===== src/rtl/if_fetch_unit.sv =====
// if_fetch_unit: instruction-fetch stage. It owns the PC and drives the address
// of the combinational instruction memory. Each returned word is buffered with
// its PC in a small FIFO, and the FIFO head is offered to decode over valid/ready.
// Optional feature macro: FETCH_MISALIGN_EN. When it is defined, a push from a
// misaligned PC enqueues a NOP tagged with out_misalign=1 and halts fetch until
// the next redirect or reset. When it is undefined, loaded PCs are forced word-aligned.
module if_fetch_unit #(
  parameter logic [31:0] RESET_PC   = 32'h0000_0000,
  parameter int          FIFO_DEPTH = 2
) (
  input  logic        clk,
  input  logic        rst,
  output logic [31:0] imem_addr,
  input  logic [31:0] imem_inst,
  input  logic        redirect_valid,
  input  logic [31:0] redirect_pc,
  output logic        out_valid,
  input  logic        out_ready,
  output logic [31:0] out_inst,
  output logic [31:0] out_pc,
  output logic [31:0] out_pc4
`ifdef FETCH_MISALIGN_EN
  ,
  output logic        out_misalign
`endif
);

  localparam int              PW      = $clog2(FIFO_DEPTH);
  localparam int              CW      = PW + 1;
  localparam logic [CW-1:0]   DEPTH_C = CW'(FIFO_DEPTH);
  localparam logic [31:0]     NOP     = 32'h0000_0013;

`ifdef FETCH_MISALIGN_EN
  localparam logic [31:0] RESET_PC_LD = RESET_PC;
`else
  localparam logic [31:0] RESET_PC_LD = RESET_PC & 32'hFFFF_FFFC;
`endif

  logic [31:0]   pc;
  logic [PW-1:0] head;
  logic [PW-1:0] tail;
  logic [CW-1:0] count;
  logic [31:0]   buf_inst [FIFO_DEPTH];
  logic [31:0]   buf_pc   [FIFO_DEPTH];
  logic [31:0]   redirect_ld;
  logic [31:0]   wr_inst;
  logic          pop;
  logic          push;
  logic          halted;

`ifdef FETCH_MISALIGN_EN
  logic buf_mis [FIFO_DEPTH];
  logic halt;
  logic wr_mis;

  assign redirect_ld = redirect_pc;
  assign wr_mis      = (pc[1:0] != 2'b00);
  assign wr_inst     = wr_mis ? NOP : imem_inst;
  assign halted      = halt;
`else
  assign redirect_ld = redirect_pc & 32'hFFFF_FFFC;
  assign wr_inst     = imem_inst;
  assign halted      = 1'b0;
`endif

  assign imem_addr = pc;
  assign out_valid = (count != '0);
  assign pop       = out_valid & out_ready;
  assign push      = ~redirect_valid & ~halted & ((count < DEPTH_C) | pop);

  // PC, FIFO pointers and occupancy; a redirect flushes and cancels that cycle's pop/push
  always_ff @(posedge clk) begin
    if (rst) begin
      pc    <= RESET_PC_LD;
      head  <= '0;
      tail  <= '0;
      count <= '0;
    end else if (redirect_valid) begin
      pc    <= redirect_ld;
      head  <= '0;
      tail  <= '0;
      count <= '0;
    end else begin
      if (push) begin
        pc   <= pc + 32'd4;
        tail <= tail + PW'(1);
      end
      if (pop) begin
        head <= head + PW'(1);
      end
      case ({push, pop})
        2'b10:   count <= count + CW'(1);
        2'b01:   count <= count - CW'(1);
        default: count <= count;
      endcase
    end
  end

  // Entry storage; only pointers/count need reset since occupancy gates all reads
  always_ff @(posedge clk) begin
    if (push & ~rst) begin
      buf_inst[tail] <= wr_inst;
      buf_pc[tail]   <= pc;
`ifdef FETCH_MISALIGN_EN
      buf_mis[tail]  <= wr_mis;
`endif
    end
  end

`ifdef FETCH_MISALIGN_EN
  // Halt latch: set by a misaligned push, cleared only by reset or redirect
  always_ff @(posedge clk) begin
    if (rst || redirect_valid) begin
      halt <= 1'b0;
    end else if (push && wr_mis) begin
      halt <= 1'b1;
    end
  end

  assign out_misalign = out_valid ? buf_mis[head] : 1'b0;
`endif

  assign out_inst = out_valid ? buf_inst[head] : NOP;
  assign out_pc   = out_valid ? buf_pc[head]   : 32'h0000_0000;
  assign out_pc4  = out_pc + 32'd4;

endmodule


===== config.mk =====
export PLATFORM = sky130hd
export DESIGN_NAME = if_fetch_unit
export DESIGN_NICKNAME = d
export VERILOG_FILES = /design/src/rtl/if_fetch_unit.sv
export SDC_FILE = /design/constraint.sdc
export NUM_CORES = 1
export LEC_CHECK = 0
export ABC_AREA = 1
export ABC_CLOCK_PERIOD_IN_PS = 8100
export BUFFER_PORTS_ARGS = -buffer_cell sky130_fd_sc_hd__buf_2
export CORE_MARGIN = 2
export CORE_UTILIZATION = 50
export DETAILED_ROUTE_END_ITERATION = 7
export GPL_TIMING_DRIVEN = 1
export MAX_ROUTING_LAYER = met4
export PLACE_DENSITY = 0.81
export SYNTH_ARGS = -nofsm -noshare
export SYNTH_HDL_FRONTEND = slang
export SYNTH_SLANG_ARGS = --single-unit

===== constraint.sdc =====
create_clock -name clk -period 8.1 [get_ports clk]
set_input_delay 0.405 -clock clk [delete_from_list [all_inputs] [get_ports clk]]
set_output_delay 0.405 -clock clk [all_outputs]
set_load 0.05 [all_outputs]

## Word-level counts from Yosys, hierarchy flattened

Memories as Yosys holds them, arrays and structs flattened. A register that Yosys moved wholly into a read port is not among the register bits.
Cells that the tools add are included.

- Equal/unequal tests: 2
- Bitwise gates (word level): 6
- Add/subtract/negate cells: 6
- Reduce and logical (&&, ||, !) cells: 4
- Div/mod/pow operators: 0
- Shifts and indexed selects: 0
- Multiply operators: 0
- $lt $le $gt $ge: 1
- Mux-type cells: 11

Operator list:

| cell | number |
|---|---|
| 2-to-1 mux 32 bit | 4 |
| adder 32 x 3 -> 32 bit, second input constant | 2 |
| 2-to-1 mux 1 bit | 6 |
| nonzero test 2 bit | 3 |
| one-hot mux 2 bit (2 select lines) | 1 |
| bitwise AND 1 bit | 3 |
| adder 1 bit, second input constant | 2 |
| adder 2 x 1 -> 2 bit, second input constant | 1 |
| equality test 2 x 1 -> 1 bit, second input constant | 1 |
| equality test 2 bit, second input constant | 1 |
| less-than comparator 2 bit, second input constant | 1 |
| inverter 1 bit | 2 |
| OR reduction 2 bit | 1 |
| subtractor 2 x 1 -> 2 bit, second input constant | 1 |
| bitwise OR 1 bit | 1 |

- Memories kept: 2
- Register bits: 36
- Output and inout port bits: 129
- Word-level logic and storage cells: 37
- Latch bits: 0
- Memory bits (writable): 128
- Bits in read-only memories: 0

Memory list:

| memory | words | width | read ports | clocked after Yosys merged registers in | wr ports | RTL line | text |
|---|---|---|---|---|---|---|---|
| buf_inst | 2 | 32 | 1 | 1 | 1 | 43 | `logic [31:0] buf_inst [FIFO_DEPTH];` |
| buf_pc | 2 | 32 | 1 | 1 | 1 | 44 | `logic [31:0] buf_pc [FIFO_DEPTH];` |

## Longest topological paths before layout

Gate-level depths: netlist (run 1).

- Depth in word-level cells: 7
- Mapped depth: 14
- Depth with buffers taken out: 12

## Least setup slack after synthesis (run 1)

OpenSTA, ideal clock, no wires.

- Kind: input-to-reg
- Start: input redirect_valid
- End: memory buf_inst[0][0] (enable)
- Data required time: 7541 ps
- Path buffers: 1
- Stages on the path: 4
- Arrival time: 5063 ps
- Setup time: 559 ps
- Path slack: 2478 ps
- Cells stage by stage: buf_2 nor2_1 inv_1 nor3_1

- Longest elaborated chain between the ends: 5

Ends and longest elaborated chain:

| element | RTL line | text |
|---|---|---|
| from (decl) | 15 | `input logic redirect_valid,` |
| inverter 1 bit | 69 | `assign push = ~redirect_valid & ~halted & ((count < DEPTH_C) \| pop);` |
| bitwise AND 1 bit | 69 |  |
| bitwise AND 1 bit | 101 | `if (push & ~rst) begin` |
| 2-to-1 mux 1 bit | 101 |  |
| 2-to-1 mux 1 bit (not written as such) | 102 | `buf_inst[tail] <= wr_inst;` |
| to (decl) | 43 |  |

No other way between the ends.

==> impl_results.md, run 1 <==
* Final HPWL DP at 14,910 um
* CTS root buf: clkbuf_16
* Initial drt markers at 734
* Setup-failing EPs final at 0
* Mean Syn Cell Area at 8.255 um2
* Maximum clock frequency at 0.2878 GHz
* Synth Area in Compound Gates at 0.06814
* Commonest non-fill, non-tap cells in the layout: nand2_1 (351), buf_2 (188), edfxtp_1 (124)
* Utilization after layout at 0.6184
* CTS tree: built
* CORE AREA at 15,940 um2
* Drt total wl at 21,250 um
* Synth Instances at 992
* Leak pwr at 4.425 nW
* Initial antenna violation count at 0
* Starting density of the core at 0.5137
* RD Place Congestion at 0.9280
* WL/cell at 15.18 um
* Hold buffers post-CTS at 0
* Antenna-violating nets left at 0
* Final Non-Filler Cells at 1,400
* Clk_skew at 0.007588 ns
* CTS Buffer Depth at 2
* Netlist cell types at 39
* DR pass1 iterations at 5
* Total Power at 2.084 mW
* # resized after CTS at 0
* Status: finished, final reports clean
* Post-synth top flop: edfxtp_1
* CP Max Fanout at 63
* Ranking of synthesized cells by area: edfxtp_1 (45%), nand2_1 (16%), dfxtp_1 (8.6%)
* Simple-gate share of the synthesized area at 0.2866
* Hold path cells at 1
* Synth warnings at 0
* Number of global-route vias before repair at 6,622
* RSZ-0062 raised after global routing: false
* Die area at 17,420 um2
* Power per cell area at 211.3 nW/um2
* N_diodes at 0
* Total negative slack at 0 ns
* Commonest non-fill, non-tap cell in the layout: nand2_1
* First-pass GRT wire length at 33,620 um
* # DRC at 0
* Port bufs at 188
* Flops & latches, synth at 159
* Post-Place Cells at 1,368
* Gr ovfl total at 0
* Post-synth top area share at 0.4547
* Startpoint Class: register
* Worst hold slack at 0.1713 ns
* Nets at 1,242
* Seq/Total Area, Yosys at 0.5403
* Final min period at 3.475 ns
* CTS H-Tree Depth at 4
* Largest net degree at the start of global routing at 64
* Post-synthesis xor/xnor area fraction at 0.02139
* Ports at 197
* Clk slew on worst S/H paths at 0.07 ns
* Maximum vdd drop at 141.1 uV
* Dpl ws at 5.074 ns
* Main combinational cell family by area after synthesis: simple AND/OR/NAND/NOR gates
* Final Cycle Share at 0.4290
* Multiplexer share of the synthesized area at 0
* EDFF count, synth at 124
* Area growth, synth to finish at 20.40%
* Crit end category: output port
* CP Data Arrival Time at 3.07 ns
* Share of layout cells above drive strength 1 at 0.2297
* Design Area, Final at 9859 um2
* Crit Path Class: register to output port
* FILL cells at 1,396
* Netlist Area Pre-Place at 8189 um2
* Endpoints failing hold at 0
* Skew-Pair Late Insertion Delay at 0.42 ns
* Core Rows at 46
* HP Class: input port to register
* Vias post-DR at 7,319
* CP required at 7.70 ns
* Max cap viols at 0
* R2R cell count at 6
* Clk sinks at 159
* Post-CTS Setup Repair Bufs at 0
* Asr flop ratio synth at 0
* Area after DPL at 9231 um2
* Die W at 132.0 um
* Die H at 132.0 um
* Dominant cell type by area after synthesis: edfxtp_1
* Post-Synth Adder-Cell Area at 0.004584
* Tightest Pin Transition at 0.8447 ns
* Inserted Clock Buffers at 17
* Vias per inst at 5.228
* Worst slew margin at 0.4369
* Max Slew Vio Count at 0
* Post-route setup slack at 4.625 ns
* Overall Global Routing Usage at 0.2504
## kinds of logic (layout without fill, tap and decap cells)
family / after synthesis / after routing
and+or+nand+nor: 562 / 562
xor gates and xnor gates: 20 / 20
AOI/OAI and AO/OA: 101 / 101
other: 1 / 6
DFF: 159 / 159
buffers and inverters: 146 / 333
adders and majority gates: 3 / 3
## critical path, cell delays in order (launching register included)
cell     delay, ns
dfxtp_2       0.35
buf_4         0.54
nor2_1        0.11
nor2_1        0.13
o21ai_2       0.12
inv_1         0.14
ha_1          0.24
nand2_1       0.20
nor2_2        0.28
nand2_1       0.10
xor2_1        0.12
buf_2         0.27
## power by group
part           total [mW]  switching (mW)  internal (mW)  leakage, nW
logic               0.300           0.235         0.0652         2.69
registers           0.943          0.0283          0.915         1.43
clock network       0.840           0.343          0.497        0.307
## worst paths after layout
| check | from | slack (ns) | to |
|---|---|---|---|
| worst max-delay path | register | 4.63 | out_pc4[18] |
| worst min-delay path | imem_inst[27] | 0.17 | buf_inst[0][27] |
| worst max register to register | count[1] | 5.60 | buf_pc[0][2] |
| worst min register to register | head | 0.45 | register |
## cell usage after synthesis (11+ instances only)
| cell type | count |
|---|---|
| inv_1 | 96 |
| nor2_2 | 14 |
| dfxtp_1 | 35 |
| a21oi_1 | 57 |
| nand3_1 | 68 |
| nand2_2 | 11 |
| edfxtp_1 | 124 |
| nand4_1 | 12 |
| nand2_1 | 351 |
| o21ai_0 | 23 |
| nor2_1 | 92 |
| xor2_1 | 17 |
| clkbuf_1 | 15 |
## routing by layer
| metal | share of wire | track usage | vias up |
|---|---|---|---|
| met5 | 0 | - | - |
| met4 | 0.018 | 0.06039 | 0 |
| met3 | 0.073 | 0.04460 | 33 |
| met2 | 0.48 | 0.4057 | 320 |
| met1 | 0.42 | 0.3293 | 3394 |
| li1 | - | - | 3572 |
## layout make-up
cell class                      count  area, um2  share of cell area
Inverter                          109      414.1             0.04201
Tap cell                          216      270.3             0.02741
Clock inverter                     15      202.7             0.02056
Multi-Input combinational cell    692       3151              0.3195
Timing Repair Buffer              192      970.9             0.09848
Clock buffer                       17      425.4             0.04315
Sequential cell                   159       4425              0.4489
## sequential cells by signal (all words and copies together) (netlist names), named ones only
name and flops:
buf_inst 64, buf_pc 60, count 2, head 1
imem_addr 30, tail 1
Power figures use the tool's default switching activity.
==> run 2, diff against run 1 <==
--- a/config.mk
+++ b/config.mk
@@ -6,14 +6,14 @@
 export NUM_CORES = 1
 export LEC_CHECK = 0
 export ABC_AREA = 1
-export ABC_CLOCK_PERIOD_IN_PS = 8100
+export ABC_CLOCK_PERIOD_IN_PS = 2900
 export BUFFER_PORTS_ARGS = -buffer_cell sky130_fd_sc_hd__buf_2
 export CORE_MARGIN = 2
-export CORE_UTILIZATION = 50
+export CORE_UTILIZATION = 49
 export DETAILED_ROUTE_END_ITERATION = 7
 export GPL_TIMING_DRIVEN = 1
 export MAX_ROUTING_LAYER = met4
-export PLACE_DENSITY = 0.81
+export PLACE_DENSITY = 0.83
 export SYNTH_ARGS = -nofsm -noshare
 export SYNTH_HDL_FRONTEND = slang
 export SYNTH_SLANG_ARGS = --single-unit
==> constraint.sdc (replaced) <==
create_clock -name clk -period 2.9 [get_ports clk]
set_input_delay 0.145 -clock clk [delete_from_list [all_inputs] [get_ports clk]]
set_output_delay 0.145 -clock clk [all_outputs]
set_load 0.05 [all_outputs]
==> run 2 against run 1 <==
  * Register-to-register slack got worse by 5.1 ns
  * Wire length grew 5.9%
  * Clock power rose to 2.6 times the previous value
  * Via count up 2.3%
  * Power grew to 2.7 times the previous value
  * Die area is 2.0% higher
  * Final area up 4.8%
==> impl_results.md, run 2 (synthesis results as in run 1) <==
* Gr ovfl total at 0 (unchanged)
* CTS root buf: clkbuf_16 (unchanged)
* Status: finished, final reports clean (unchanged)
* CTS tree: built (unchanged)
* Startpoint Class: register (unchanged)
* Die W at 133.3 um (was 132.0 um)
* Vias post-DR at 7,487 (was 7,319)
* Final min period at 2.739 ns
* Setup-failing EPs final at 0 (unchanged)
* DR pass1 iterations at 5 (unchanged)
* Power per cell area at 554.0 nW/um2 (was 211.3 nW/um2)
* Max reg flops at 64 (unchanged)
* RSZ-0062 raised after global routing: false (unchanged)
* Worst slew margin at 0.6113 (was 0.4369)
* Final HPWL DP at 15,610 um (was 14,910 um)
* First-pass GRT wire length at 35,220 um (was 33,620 um)
* Initial antenna violation count at 1 (was 0)
* Most common cell on crit path: nand2_1
* Commonest non-fill, non-tap cells in the layout: nand2_1 (351), buf_2 (187), edfxtp_1 (124) (was nand2_1 (351), buf_2 (188), edfxtp_1 (124))
* Initial drt markers at 720 (was 734)
* Core Rows at 47 (was 46)
* Endpoints failing hold at 0 (unchanged)
* CP max stage delay at 0.40 ns (was 0.54 ns)
* Critical-path cell list: inv_4 -> nand2_1 -> nand2_1 -> nand2_2 -> inv_2 -> ha_1 -> nand2_1 -> nor2_4 -> nand2_1 -> xor2_2 -> buf_2 (was buf_4 -> nor2_1 -> nor2_1 -> o21ai_2 -> inv_1 -> ha_1 -> nand2_1 -> nor2_2 -> nand2_1 -> xor2_1 -> buf_2)
* Total negative slack at 0 ns (unchanged)
* CORE AREA at 16,470 um2 (was 15,940 um2)
* Area growth, synth to finish at 26.16% (was 20.40%)
* Skew-Pair Late Insertion Delay at 0.43 ns (was 0.42 ns)
* Utilization after layout at 0.6274 (was 0.6184)
* Max Slew Vio Count at 0 (unchanged)
* Crit end category: output port (unchanged)
* Nets at 1,285 (was 1,242)
* Port bufs at 188 (unchanged)
* CTS H-Tree Depth at 4 (unchanged)
* FILL cells at 1,382 (was 1,396)
* Area after DPL at 9361 um2 (was 9231 um2)
* Starting density of the core at 0.4973 (was 0.5137)
* Commonest non-fill, non-tap cell in the layout: nand2_1 (unchanged)
* Worst hold slack at 0.008888 ns (was 0.1713 ns)
* Max cap viols at 0 (unchanged)
* Antenna-violating nets left at 0 (unchanged)
* CP Data Arrival Time at 2.59 ns (was 3.07 ns)
* CP required at 2.76 ns (was 7.70 ns)
* Largest net degree at the start of global routing at 45 (was 64)
* Leak pwr at 4.591 nW (was 4.425 nW)
* Clk_skew at 0.01220 ns (was 0.007588 ns)
* Share of layout cells above drive strength 1 at 0.2339 (was 0.2297)
* CP Max Fanout at 30 (was 63)
* Tightest Pin Transition at 0.5786 ns (was 0.8447 ns)
* # DRC at 0 (unchanged)
* Ports at 197 (unchanged)
* Post-route setup slack at 0.1615 ns (was 4.625 ns)
* Final Cycle Share at 0.9443
* Die H at 133.3 um (was 132.0 um)
* Maximum clock frequency at 0.3652 GHz
* Inserted Clock Buffers at 17 (unchanged)
* Crit Path Class: register to output port (unchanged)
* Overall Global Routing Usage at 0.2595 (was 0.2504)
* WL/cell at 15.53 um (was 15.18 um)
* Dpl ws at 0.4508 ns (was 5.074 ns)
* CTS Buffer Depth at 2 (unchanged)
* Number of global-route vias before repair at 6,998 (was 6,622)
* Maximum vdd drop at 355.3 uV (was 141.1 uV)
* Post-CTS Setup Repair Bufs at 0 (unchanged)
* HP Class: input port to register (unchanged)
* Reg with most FFs: buf_inst (unchanged)
* Die area at 17,760 um2 (was 17,420 um2)
* Slowest CP cell: dfxtp_4 (was buf_4)
* Clk sinks at 159 (unchanged)
* Design Area, Final at 10,330 um2 (was 9859 um2)
* Clk slew on worst S/H paths at 0.06 ns (was 0.07 ns)
* Vias per inst at 5.171 (was 5.228)
* RD Place Congestion at 0.9279 (was 0.9280)
* Drt total wl at 22,490 um (was 21,250 um)
## run 2: cell type report
type | instances | area, um2 | area share
flip-flops and latches | 159 | 4429 | 0.4287
well taps | 220 | 275.3 | 0.02664
inverters | 109 | 414.1 | 0.04009
clock inverters | 15 | 155.1 | 0.01502
clock buffers | 17 | 425.4 | 0.04118
repair buffers | 235 | 1394 | 0.1349
diodes | 1 | 2.502 | 0.0002422
multi-input cells | 692 | 3236 | 0.3132
## run 2: layer usage
metal | vias to the layer above | share of wire | GRT usage
met4 | 0 | 0.031 | 0.09515
met2 | 344 | 0.47 | 0.4215
met3 | 63 | 0.064 | 0.03463
met1 | 3435 | 0.43 | 0.3354
li1 | 3645 | - | -
met5 | - | 0 | -
## run 2: per-stage QoR
step | std cells | power (mW)
global placement | 1379 | 3.513
detailed placement | 1379 | 3.528
finish | 1448 | 5.724
CTS | 1447 | 5.718
global route | 1448 | 5.897
floorplan | 997 | 3.299
## run 2: critical path, delay by kind of cell (launching register included)
family	cells	cell delay (ns)
and+or+nand+nor	6	0.82
buffers and inverters	3	0.61
DFF	1	0.40
adders and majority gates	1	0.21
xor gates and xnor gates	1	0.12
## run 2: path summary, 6_finish.rpt
kind | from | endpoint | slack, ns | depth (start not counted)
setup reg to reg | count[0] | buf_pc[0][11] | 0.54 | 6
setup / recovery | register | out_pc4[18] | 0.16 | 11
hold reg to reg | head | head | 0.48 | 1
hold / removal | redirect_pc[12] | imem_addr[12] | 0.009 | 3
## run 2: report_power, final
| part | switching, mW | leakage (nW) | internal [mW] |
|---|---|---|---|
| Combinational | 0.671 | 2.89 | 0.223 |
| Clock | 0.978 | 0.272 | 1.21 |
| Sequential | 0.0835 | 1.43 | 2.55 |
## run 2: repair_timing
item | 4_1_cts | 5_1_grt
hold buffers | 36 | 0
endpoints found under the hold margin | 68 | 0
endpoints found under the setup margin | 1 | 17
resized for setup | 1 | 6
